==> config.mk <==
export PLATFORM = sky130hd
export DESIGN_NAME = mlp_frame_driver
export DESIGN_NICKNAME = d
export VERILOG_FILES = /design/src/rtl/mlp_frame_driver.sv
export SDC_FILE = /design/constraint.sdc
export NUM_CORES = 1
export LEC_CHECK = 0
export CORE_MARGIN = 3
export CORE_UTILIZATION = 48
export CTS_BUF_LIST = sky130_fd_sc_hd__clkbuf_16
export CTS_CLUSTER_SIZE = 30
export DETAILED_ROUTE_END_ITERATION = 8
export PLACE_DENSITY = 0.79
export SYNTH_ARGS = -nofsm -noshare
export SYNTH_HDL_FRONTEND = slang
export SYNTH_SLANG_ARGS = --single-unit
==> constraint.sdc <==
create_clock -name clk -period 1.9 [get_ports clk]
set_input_delay 0.475 -clock clk [delete_from_list [all_inputs] [get_ports clk]]
set_output_delay 0.475 -clock clk [all_outputs]
set_load 0.05 [all_outputs]
==> src/rtl/mlp_frame_driver.sv <==
// Stream front/back end for a combinational printed-MLP classifier: assembles
// feature beats into one word, waits out the settle window, scores the class.
module mlp_frame_driver #(
   parameter int FEAT_W = 4,
   parameter int N_FEAT = 4,
   parameter int CLS_W  = 2,
   parameter int SETTLE = 2,
   parameter int CNT_W  = 16
) (
   input  logic                     clk,
   input  logic                     rst_n,
   input  logic                     s_valid,
   output logic                     s_ready,
   input  logic [FEAT_W-1:0]        s_feat,
   input  logic [CLS_W-1:0]         s_label,
   input  logic                     s_last,
   output logic [FEAT_W*N_FEAT-1:0] mlp_inp,
   input  logic [CLS_W-1:0]         mlp_out,
   output logic                     r_valid,
   input  logic                     r_ready,
   output logic [CLS_W-1:0]         r_class,
   output logic                     r_match,
   output logic [CNT_W-1:0]         total_cnt,
   output logic [CNT_W-1:0]         err_cnt,
   output logic                     batch_done
);

   localparam int WORD_W = FEAT_W * N_FEAT;
   localparam int IDX_W  = (N_FEAT > 1) ? $clog2(N_FEAT) : 1;
   localparam int SCNT_W = (SETTLE > 1) ? $clog2(SETTLE) : 1;

   typedef enum logic [1:0] {
      ST_LOAD,
      ST_SETTLE,
      ST_RESULT
   } state_t;

   state_t              state_q;
   logic [IDX_W-1:0]    idx_q;
   logic [SCNT_W-1:0]   scnt_q;
   logic [WORD_W-1:0]   shadow_q;
   logic [WORD_W-1:0]   inp_q;
   logic [CLS_W-1:0]    label_q;
   logic                last_q;
   logic [CLS_W-1:0]    class_q;
   logic                match_q;
   logic [CNT_W-1:0]    total_q;
   logic [CNT_W-1:0]    err_q;
   logic                done_q;
   logic                clr_pend_q;

   logic [WORD_W-1:0]   word_d;
   logic                accept;
   logic                last_beat;
   logic                settle_end;

   function automatic logic [CNT_W-1:0] sat_inc(input logic [CNT_W-1:0] v, input logic en);
      if (en && (v != {CNT_W{1'b1}}))
         return v + {{(CNT_W-1){1'b0}}, 1'b1};
      return v;
   endfunction

   assign s_ready    = rst_n && (state_q == ST_LOAD);
   assign accept     = s_valid && s_ready;
   assign last_beat  = (idx_q == IDX_W'(N_FEAT - 1));
   assign settle_end = (scnt_q == SCNT_W'(SETTLE - 1));

   // Current beat merged into the shadow; on the final beat this is the full word.
   always_comb begin
      word_d = shadow_q;
      word_d[int'(idx_q)*FEAT_W +: FEAT_W] = s_feat;
   end

   always_ff @(posedge clk or negedge rst_n) begin
      if (!rst_n) begin
         state_q    <= ST_LOAD;
         idx_q      <= '0;
         scnt_q     <= '0;
         shadow_q   <= '0;
         inp_q      <= '0;
         label_q    <= '0;
         last_q     <= 1'b0;
         class_q    <= '0;
         match_q    <= 1'b0;
         total_q    <= '0;
         err_q      <= '0;
         done_q     <= 1'b0;
         clr_pend_q <= 1'b0;
      end else begin
         done_q <= 1'b0;
         case (state_q)
            ST_LOAD: begin
               if (accept) begin
                  // Counters keep the finished batch visible until the next batch starts.
                  if (clr_pend_q) begin
                     total_q    <= '0;
                     err_q      <= '0;
                     clr_pend_q <= 1'b0;
                  end
                  if (last_beat) begin
                     inp_q   <= word_d;
                     label_q <= s_label;
                     last_q  <= s_last;
                     idx_q   <= '0;
                     scnt_q  <= '0;
                     state_q <= ST_SETTLE;
                  end else begin
                     shadow_q <= word_d;
                     idx_q    <= idx_q + 1'b1;
                  end
               end
            end
            ST_SETTLE: begin
               if (settle_end) begin
                  class_q <= mlp_out;
                  match_q <= (mlp_out == label_q);
                  total_q <= sat_inc(total_q, 1'b1);
                  err_q   <= sat_inc(err_q, mlp_out != label_q);
                  state_q <= ST_RESULT;
               end else begin
                  scnt_q <= scnt_q + 1'b1;
               end
            end
            ST_RESULT: begin
               if (r_ready) begin
                  state_q <= ST_LOAD;
                  if (last_q) begin
                     done_q     <= 1'b1;
                     clr_pend_q <= 1'b1;
                  end
               end
            end
            default: state_q <= ST_LOAD;
         endcase
      end
   end

   assign mlp_inp    = inp_q;
   assign r_valid    = (state_q == ST_RESULT);
   assign r_class    = class_q;
   assign r_match    = match_q;
   assign total_cnt  = total_q;
   assign err_cnt    = err_q;
   assign batch_done = done_q;

endmodule
==> summary by stage, run 1 <==
Power and ir drop
The static power due to leakage is 2.31 nW. The largest vdd supply drop is 1.03 mV. The completed layout was analyzed and its total power is 8.29 mW.

The power per unit of standard cell area is 1590 mW/mm².

Min path
The worst hold path belongs to the class in2async.

Critical path
The slack of the worst reg-to-reg path is 80 ps. For this design, the slowest cell found on the critical path is sky130_fd_sc_hd__dfrtp_2. The dominant delay contributor by cell family on the critical path is flip-flops. By startpoint and endpoint, the worst setup path is classified as reg2out. Along the worst path, the maximum fanout reaches 7. The critical path contains buffers and inverters numbering 2 combined. The startpoint identified for the worst register-to-register timing path is total_cnt[1].

The startpoint of the worst setup timing path is state_q[0]. Data on the critical path arrives at its endpoint at 1390 ps. The worst setup path is captured at an output port. The critical path goes through nor3b_4, buf_4, buf_12. The largest single stage delay on the critical path is 460 ps. STA puts the critical path data required time at 1420 ps. The kind of start point of the critical path is a flip-flop.

Logic synthesis
The share of synthesized area in the top cell type comes to 50.9%. The area share of xor/xnor cells in the synthesized design is 0.463%. Of the total synthesized cell area, the portion taken by AND, OR, NAND and NOR gates is 19.6%. When the netlist entered floorplanning its net count stood at 415. The cell accounting for the most synthesized area is sky130_fd_sc_hd__dfrtp_1. For this run, the leading register cell type out of synthesis is sky130_fd_sc_hd__dfrtp_1. By area, the combinational part of the netlist is dominated by compound AO/OA/AOI/OAI gates.

Synthesis handed over a netlist of 394 instances. Counting instances in the post-synthesis netlist gives the leading cell types as 77 x sky130_fd_sc_hd__dfrtp_1, 51 x sky130_fd_sc_hd__nand2_1, 35 x sky130_fd_sc_hd__a21oi_1, 35 x sky130_fd_sc_hd__o21ai_0, 19 x sky130_fd_sc_hd__nand3_1. The share of the yosys chip area belonging to registers is 50.9%. In this run the cell area of the synthesized design comes to 0.00378 mm². By area the synthesized netlist is led by sky130_fd_sc_hd__dfrtp_1 51%, sky130_fd_sc_hd__nand2_1 5.1%, sky130_fd_sc_hd__a21oi_1 4.6%, sky130_fd_sc_hd__o21ai_0 4.6%, sky130_fd_sc_hd__a32o_1 4.2%. Summing the areas of all compound-gate instances in the mapped netlist gives 20.9% of the synthesized area.

The number of warnings issued by yosys is 0. The number of library cell types mapped by synthesis is 51. The mean area per synthesized cell is 9.60 µm². The synthesized netlist devotes 2.65% of its cell area to adder and majority cells. The synthesized design contains 77 register bits.

The number of enable flip-flop cells after synthesis is 0. For this run, asynchronously set or reset flops after synthesis account for 100%. The multiplexer share of the synthesized area is 2.35%. Among all cell types in the netlist, the one instantiated most often is sky130_fd_sc_hd__dfrtp_1.

Detailed routing
Once detail routing completed, the nets flagged for antenna violations numbered 0. For this block, the routed nets add up to 10,000 µm of wire. The number of vias in the routed layout is 3,570. The length of the first detailed-routing pass in iterations is 4. After detailed routing, the number of remaining DRC violations is 0. The wire length per cell is 16.3 µm. The initial DRC count is 222. Dividing the detail-routed via count by the number of cells gives 5.80.

Timing
The minimum period implied by the final worst setup slack is 1870 ps. Setup repair after global routing could not meet its margin everywhere. The number of slew-limit violations in the final report is 0. Once routing completed, OpenROAD measured the worst setup slack at 32.9 ps. The worst-case clock skew is 10.7 ps. The final count of hold timing violations was 0. The final-report setup violation count is 0.

For the pin with the worst max-slew slack, the measured transition is 731 ps. The worst-case headroom to the max-slew limit is 51.3%. Dividing the final minimum period by the clock period gives 98.3%.

The maximum frequency from static timing analysis is 536 MHz.

Global route
After global routing the overflow that remains totals 0. The number of global-route vias before repair is 3,543. The global-route wire length before repair is 16,700 µm. The maximum number of pins on one net before global-route repair is 59. The global-route usage over all layers is 23.5%.

The number of antenna violations at the first check in global routing was 0.

Cells and area
Across the whole layout, storage elements account for 0.00196 mm². In the final layout, the share of cells above drive strength 1 is 34.5%. The final antenna diode count is 0. The multi-input combinational cells in the finished layout cover a total of 0.00184 mm². Fill cells in the final layout number 584. The area growth from synthesis to layout is 37.6%. The post-layout net count is 533.

Flow run
Max-cap violations in this run came to 0.

Clock network
After clock tree synthesis, the clock-pin slew on the worst setup and hold paths is 60 ps. The CTS tree is yes. Buffers inserted during clock tree synthesis total 9. The clock passes through at most 2 buffers. The number of sinks on the clock net is 77. The H-tree generated during clock tree synthesis spans 3 levels. The clock reaches the later pin of the worst-skew pair after 330 ps.

The tree is rooted in a sky130_fd_sc_hd__clkbuf_16.

Placement
The number of port buffers is 66. Detailed placement ended at an HPWL of 7250 µm. Prior to clock tree synthesis, the placed netlist has a worst setup slack of -269 ps.

The congestion estimate from routability-driven global placement came to 0.877.

Floorplanning
The I/O pin count is 67. The die area is 0.00898 mm². The starting utilization of the core area is 50.8%. Row generation in the floorplan step produced 31 rows. The area of the core is 0.00745 mm². The die boundary height is 94.8 µm.

The floorplan step set the die width to 94.8 µm.

Outcome
The flow ran to the end, and the final reports show no timing, DRC or antenna violations.
-- path summary, 6_finish.rpt --
| check | end | cells past startpoint |
|---|---|---|
| worst max register to register | total_cnt[10] | 7 |
| min in group clk | r_class[0] | 2 |
| worst min-delay path | shadow_q[12] | 2 |
| max in group asynchronous | err_cnt[0] | 2 |
| worst min register to register | r_class[0] | 2 |
| worst max-delay path | s_ready | 3 |
-- state kept, by name, summed over array words and instances (netlist names) --
register    cells
mlp_inp        16
total_cnt      16
shadow_q       16
err_cnt        16
state_q         2
idx_q           2
r_match         1
last_q          1
scnt_q          1
r_class         2
label_q         2
clr_pend_q      1
batch_done      1
-- power breakdown --
group          internal (mW)  switching [mW]
Sequential              2.23           0.520
Combinational           1.45            2.57
Clock                  0.865           0.650
Total                   4.54            3.74
-- cells in the final DEF (no fill, tap or decap), types with 3 or more instances in the layout --
master,n
sky130_fd_sc_hd__a21oi_1,32
sky130_fd_sc_hd__mux2_2,7
sky130_fd_sc_hd__nand2_1,50
sky130_fd_sc_hd__nor2b_1,18
sky130_fd_sc_hd__nand4_1,5
sky130_fd_sc_hd__o21ai_1,10
sky130_fd_sc_hd__nor2_1,15
sky130_fd_sc_hd__buf_4,111
sky130_fd_sc_hd__a32o_1,16
sky130_fd_sc_hd__clkbuf_16,9
sky130_fd_sc_hd__a31oi_1,12
sky130_fd_sc_hd__a21oi_2,3
sky130_fd_sc_hd__a41oi_1,3
sky130_fd_sc_hd__or2_1,3
sky130_fd_sc_hd__and3_1,5
sky130_fd_sc_hd__ha_1,6
sky130_fd_sc_hd__nor3_1,8
sky130_fd_sc_hd__inv_1,11
sky130_fd_sc_hd__nand3_1,16
sky130_fd_sc_hd__nand2b_1,3
sky130_fd_sc_hd__o21ai_0,31
sky130_fd_sc_hd__dfrtp_1,54
sky130_fd_sc_hd__clkdlybuf4s50_1,11
sky130_fd_sc_hd__dfrtp_2,23
sky130_fd_sc_hd__nor4_1,3
-- kinds of logic (layout without fill, tap and decap cells) --
family,Yosys count,count (layout)
xor+xnor,2,2
mux,8,8
buf+inv,29,150
simple gates,145,145
flops,77,77
compound gates,125,126
fa+ha+maj,8,8
-- layout make-up --
type	count	share of cell area [%]
multi-input combinational	289	35.4
inverter	11	0.793
tap	99	2.38
timing repair buffer	124	18.9
sequential	77	37.6
clock inverter	6	0.625
clock buffer	9	4.33
-- through the flow --
step	cell area (µm²)	TNS [ps]	instances	util (%)	hold WS [ps]
global placement	4870	-2660	592	65.3	463
floorplan	3900	-540	394	-	179
CTS	5120	0	607	68.8	162
finish	5210	0	615	69.9	151
detailed placement	4870	-3910	592	65.3	462
global route	5210	-52.9	615	69.9	173
-- routing by layer --
metal	wire (µm)	GRT usage, %
met2	5000	39.3
met5	0	0
met1	4290	31.0
met4	201	8.65
met3	558	3.59
-- what timing repair did --
action / 4_1_cts / 5_1_grt
cloned: 0 / 1
endpoints found under the setup margin: 1 / 23
resized for setup: 0 / 5
pin swaps: 1 / 2
hold buffers: 0 / 0
setup buffers: 0 / 7
Note: power is estimated with default switching activity, not from simulation.
==> run 2: changes to the inputs <==
--- a/config.mk
+++ b/config.mk
@@ -5,12 +5,14 @@
 export SDC_FILE = /design/constraint.sdc
 export NUM_CORES = 1
 export LEC_CHECK = 0
+export CELL_PAD_IN_SITES_DETAIL_PLACEMENT = 1
+export CELL_PAD_IN_SITES_GLOBAL_PLACEMENT = 1
 export CORE_MARGIN = 3
-export CORE_UTILIZATION = 48
+export CORE_UTILIZATION = 36
 export CTS_BUF_LIST = sky130_fd_sc_hd__clkbuf_16
 export CTS_CLUSTER_SIZE = 30
 export DETAILED_ROUTE_END_ITERATION = 8
-export PLACE_DENSITY = 0.79
+export PLACE_DENSITY = 0.77
 export SYNTH_ARGS = -nofsm -noshare
 export SYNTH_HDL_FRONTEND = slang
 export SYNTH_SLANG_ARGS = --single-unit
==> summary by stage, run 2 (synthesis results as in run 1) <==
Outcome
The run finished with clean final reports.

Critical path
The kind of critical path is reg2out. STA classifies the critical path endpoint as an output port. The kind of start point of the critical path is a flip-flop. The critical path goes through nor2b_1, buf_12.

The delay of the slowest critical-path stage is 490 ps (+30 ps). The arrival time at the worst endpoint is 1360 ps (-30 ps). The worst path buffer plus inverter count came to 1 (-1). The dominant delay contributor by cell family on the critical path is flip-flops. The required time at the endpoint of the critical path is 1420 ps (about the same).

The highest fanout seen on the critical path came to 7 (unchanged). For this design, the slowest cell found on the critical path is sky130_fd_sc_hd__dfrtp_1.

Clock network
The clock input transition at the sequential cells of the worst setup and hold paths is 60 ps (about the same). The maximum buffer depth of the clock tree is 2 (unchanged). The total of hold buffers inserted after clock tree synthesis is 0 (unchanged). The number of sinks on the clock net is 77 (unchanged). The root buffer cell is sky130_fd_sc_hd__clkbuf_16. The CTS tree is yes.

The number of CTS-inserted buffers is 9 (unchanged). The clock insertion delay at the later pin of the skew report is 330 ps (about the same). The maximum level of the CTS H-tree is 3 (unchanged).

Cells and area
The final instance count without filler cells is 638 (+3.7%). The fraction of final layout cells with drive strength greater than 1 is 33.7% (-0.83 points). The post-layout net count was 521 (-2.3%). The final antenna diode count is 0 (unchanged). The relative area change from synthesis to final layout was 37.7% (about the same). The count of fill cells added during filler insertion is 1,152 (+97%).

In the layout the commonest cells are 98 x sky130_fd_sc_hd__buf_4, 55 x sky130_fd_sc_hd__dfrtp_1, 50 x sky130_fd_sc_hd__nand2_1. The most frequent standard cell in the layout excluding fill and tap cells is sky130_fd_sc_hd__buf_4.

Floorplanning
The die boundary height is 109 µm (+14%). The die area came to 0.0118 mm² (+31%). The starting utilization of the core area is 37.8% (-13 points). The area of the core is 0.0100 mm² (+34%).

The I/O pin count was 67 (unchanged). The width of the chip is 109 µm (+14%). The number of core rows is 36 (+16%).

Global route
The global-route usage over all layers came to 19.9% (-3.7 points). The total grt overflow is 0 (unchanged). The maximum number of pins on one net before global-route repair is 47 (-20%). The global-route wire length before repair is 18,600 µm (+12%).

The number of antenna violations at the first check in global routing was 0 (unchanged). The number of global-route vias before repair is 3,685 (+4.0%).

Power and ir drop
The switching power is 3.86 mW (+3.0%). The sequential share of power came to 32.2% (-0.9 points). The net switching share of the total power is 45.2% (about the same). The portion of total power attributed to combinational logic is 47.9% (-0.7 points). The power per unit of standard cell area is 1640 mW/mm² (+2.9%). The design internal power is 4.67 mW (+2.9%). The clock power share came to 20.0% (+1.7 points). The static power due to leakage came to 2.27 nW (-1.6%). The largest vdd supply drop is 0.946 mV (-7.9%).

Timing
The final-report setup violation count is 0 (unchanged). The worst-case clock skew is 6.95 ps (-3.79 ps). The final worst-path cycle share came to 96.8% (-1.5 points). The maximum frequency from static timing analysis is 544 MHz (+1.5%).

The post-route worst setup slack is 60.8 ps (+27.9 ps). The final count of hold timing violations came to 0 (unchanged). The worst-case headroom to the max-slew limit is 58.9% (+7.6 points).

The pin slew with the least headroom to its limit is 617 ps (-114 ps). The minimum period implied by the final worst setup slack was 1840 ps (-27.9 ps). The number of slew-limit violations in the final report is 0 (unchanged). The post-route setup TNS is 0 ps (unchanged).

Min path
The min-delay analysis places its worst path in the category in2async.

Placement
The half-perimeter wire length of the detailed placement result came to 8150 µm (+12%). The worst setup slack before clock tree synthesis is -356 ps (-86.4 ps). The number of port buffers is 66 (unchanged).

The final weighted congestion of routability-driven global placement was 0.835 (-4.8%). The number of cells after detailed placement was 618 (+4.4%).

Detailed routing
The count of unresolved DRC violations after routing is 0 (unchanged). The number of nets with antenna violations after routing came to 0 (unchanged). The number of vias in the routed layout is 3,497 (-2.0%). The via-per-instance ratio is 5.48 (-5.6%). The routed wire length was 11,300 µm (+12%). The initial DRC count is 122 (-45%). The length of the first detailed-routing pass in iterations is 4 (unchanged). The wire length per cell is 17.7 µm (+8.4%).

Flow run
The count of maximum capacitance violations is 0 (unchanged).
-- run 2: final cells by class --
type / count / area, µm² / share of cell area, %
sequential: 77 / 1950 / 37.5
multi-input combinational: 288 / 1850 / 35.5
timing repair buffer: 113 / 908 / 17.4
clock buffer: 9 / 225 / 4.32
tap: 133 / 166 / 3.19
clock inverter: 7 / 66.3 / 1.27
inverter: 11 / 41.3 / 0.793
-- run 2: power by group through the flow --
stage	Clock, mW	Sequential (mW)	Combinational [mW]
2_1_floorplan	0	3.99	1.31
3_3_place_gp	0	2.72	3.92
3_5_place_dp	0	2.75	4.02
4_1_cts	1.72	2.73	4.08
5_1_grt	1.80	2.84	4.39
6_report	1.70	2.75	4.08
-- run 2: worst reg2reg max path, stage by stage (launching register included) --
cell and delay, ps:
sky130_fd_sc_hd__dfrtp_2 390, sky130_fd_sc_hd__ha_4 160, sky130_fd_sc_hd__nand3_4 80, sky130_fd_sc_hd__buf_4 150, sky130_fd_sc_hd__nor4_1 540, sky130_fd_sc_hd__a31oi_1 170
sky130_fd_sc_hd__o21ai_1 150, sky130_fd_sc_hd__o21ai_1 70
-- run 2: per-layer routing --
metal	vias to the layer above	global-route usage (%)	wire, µm
met1	1740	26.1	4940
met4	0	6.85	204
met5	-	0	0
met2	81	33.4	5670
met3	16	3.04	482
li1	1660	-	-
-- run 2: what timing repair did --
item                       CTS  global route
setup buffers                3             1
setup endpoints to repair    3            16
gates resized for setup      1            10
pin swaps                    1             4
-- run 2: worst paths after layout --
path / start / end / slack [ps] / cells after the start
setup / recovery: state_q[1] / r_valid / 60 / 2
hold / removal: rst_n / clr_pend_q / 210 / 2
setup reg to reg: total_cnt[1] / total_cnt[14] / 90 / 7
hold reg to reg: shadow_q[8] / shadow_q[8] / 480 / 1
max in group asynchronous: rst_n / err_cnt[0] / 1130 / 2
min in group clk: shadow_q[8] / shadow_q[8] / 480 / 1
-- run 2: through the flow --
stage	area [µm²]	hold slack, ps	utilization, %	total power, mW
global placement	4850	465	48.5	6.63
detailed placement	4850	473	48.5	6.77
CTS	5170	227	51.7	8.53
global route	5210	248	52.1	9.03
floorplan	3900	179	-	5.30
finish	5210	209	52.1	8.53
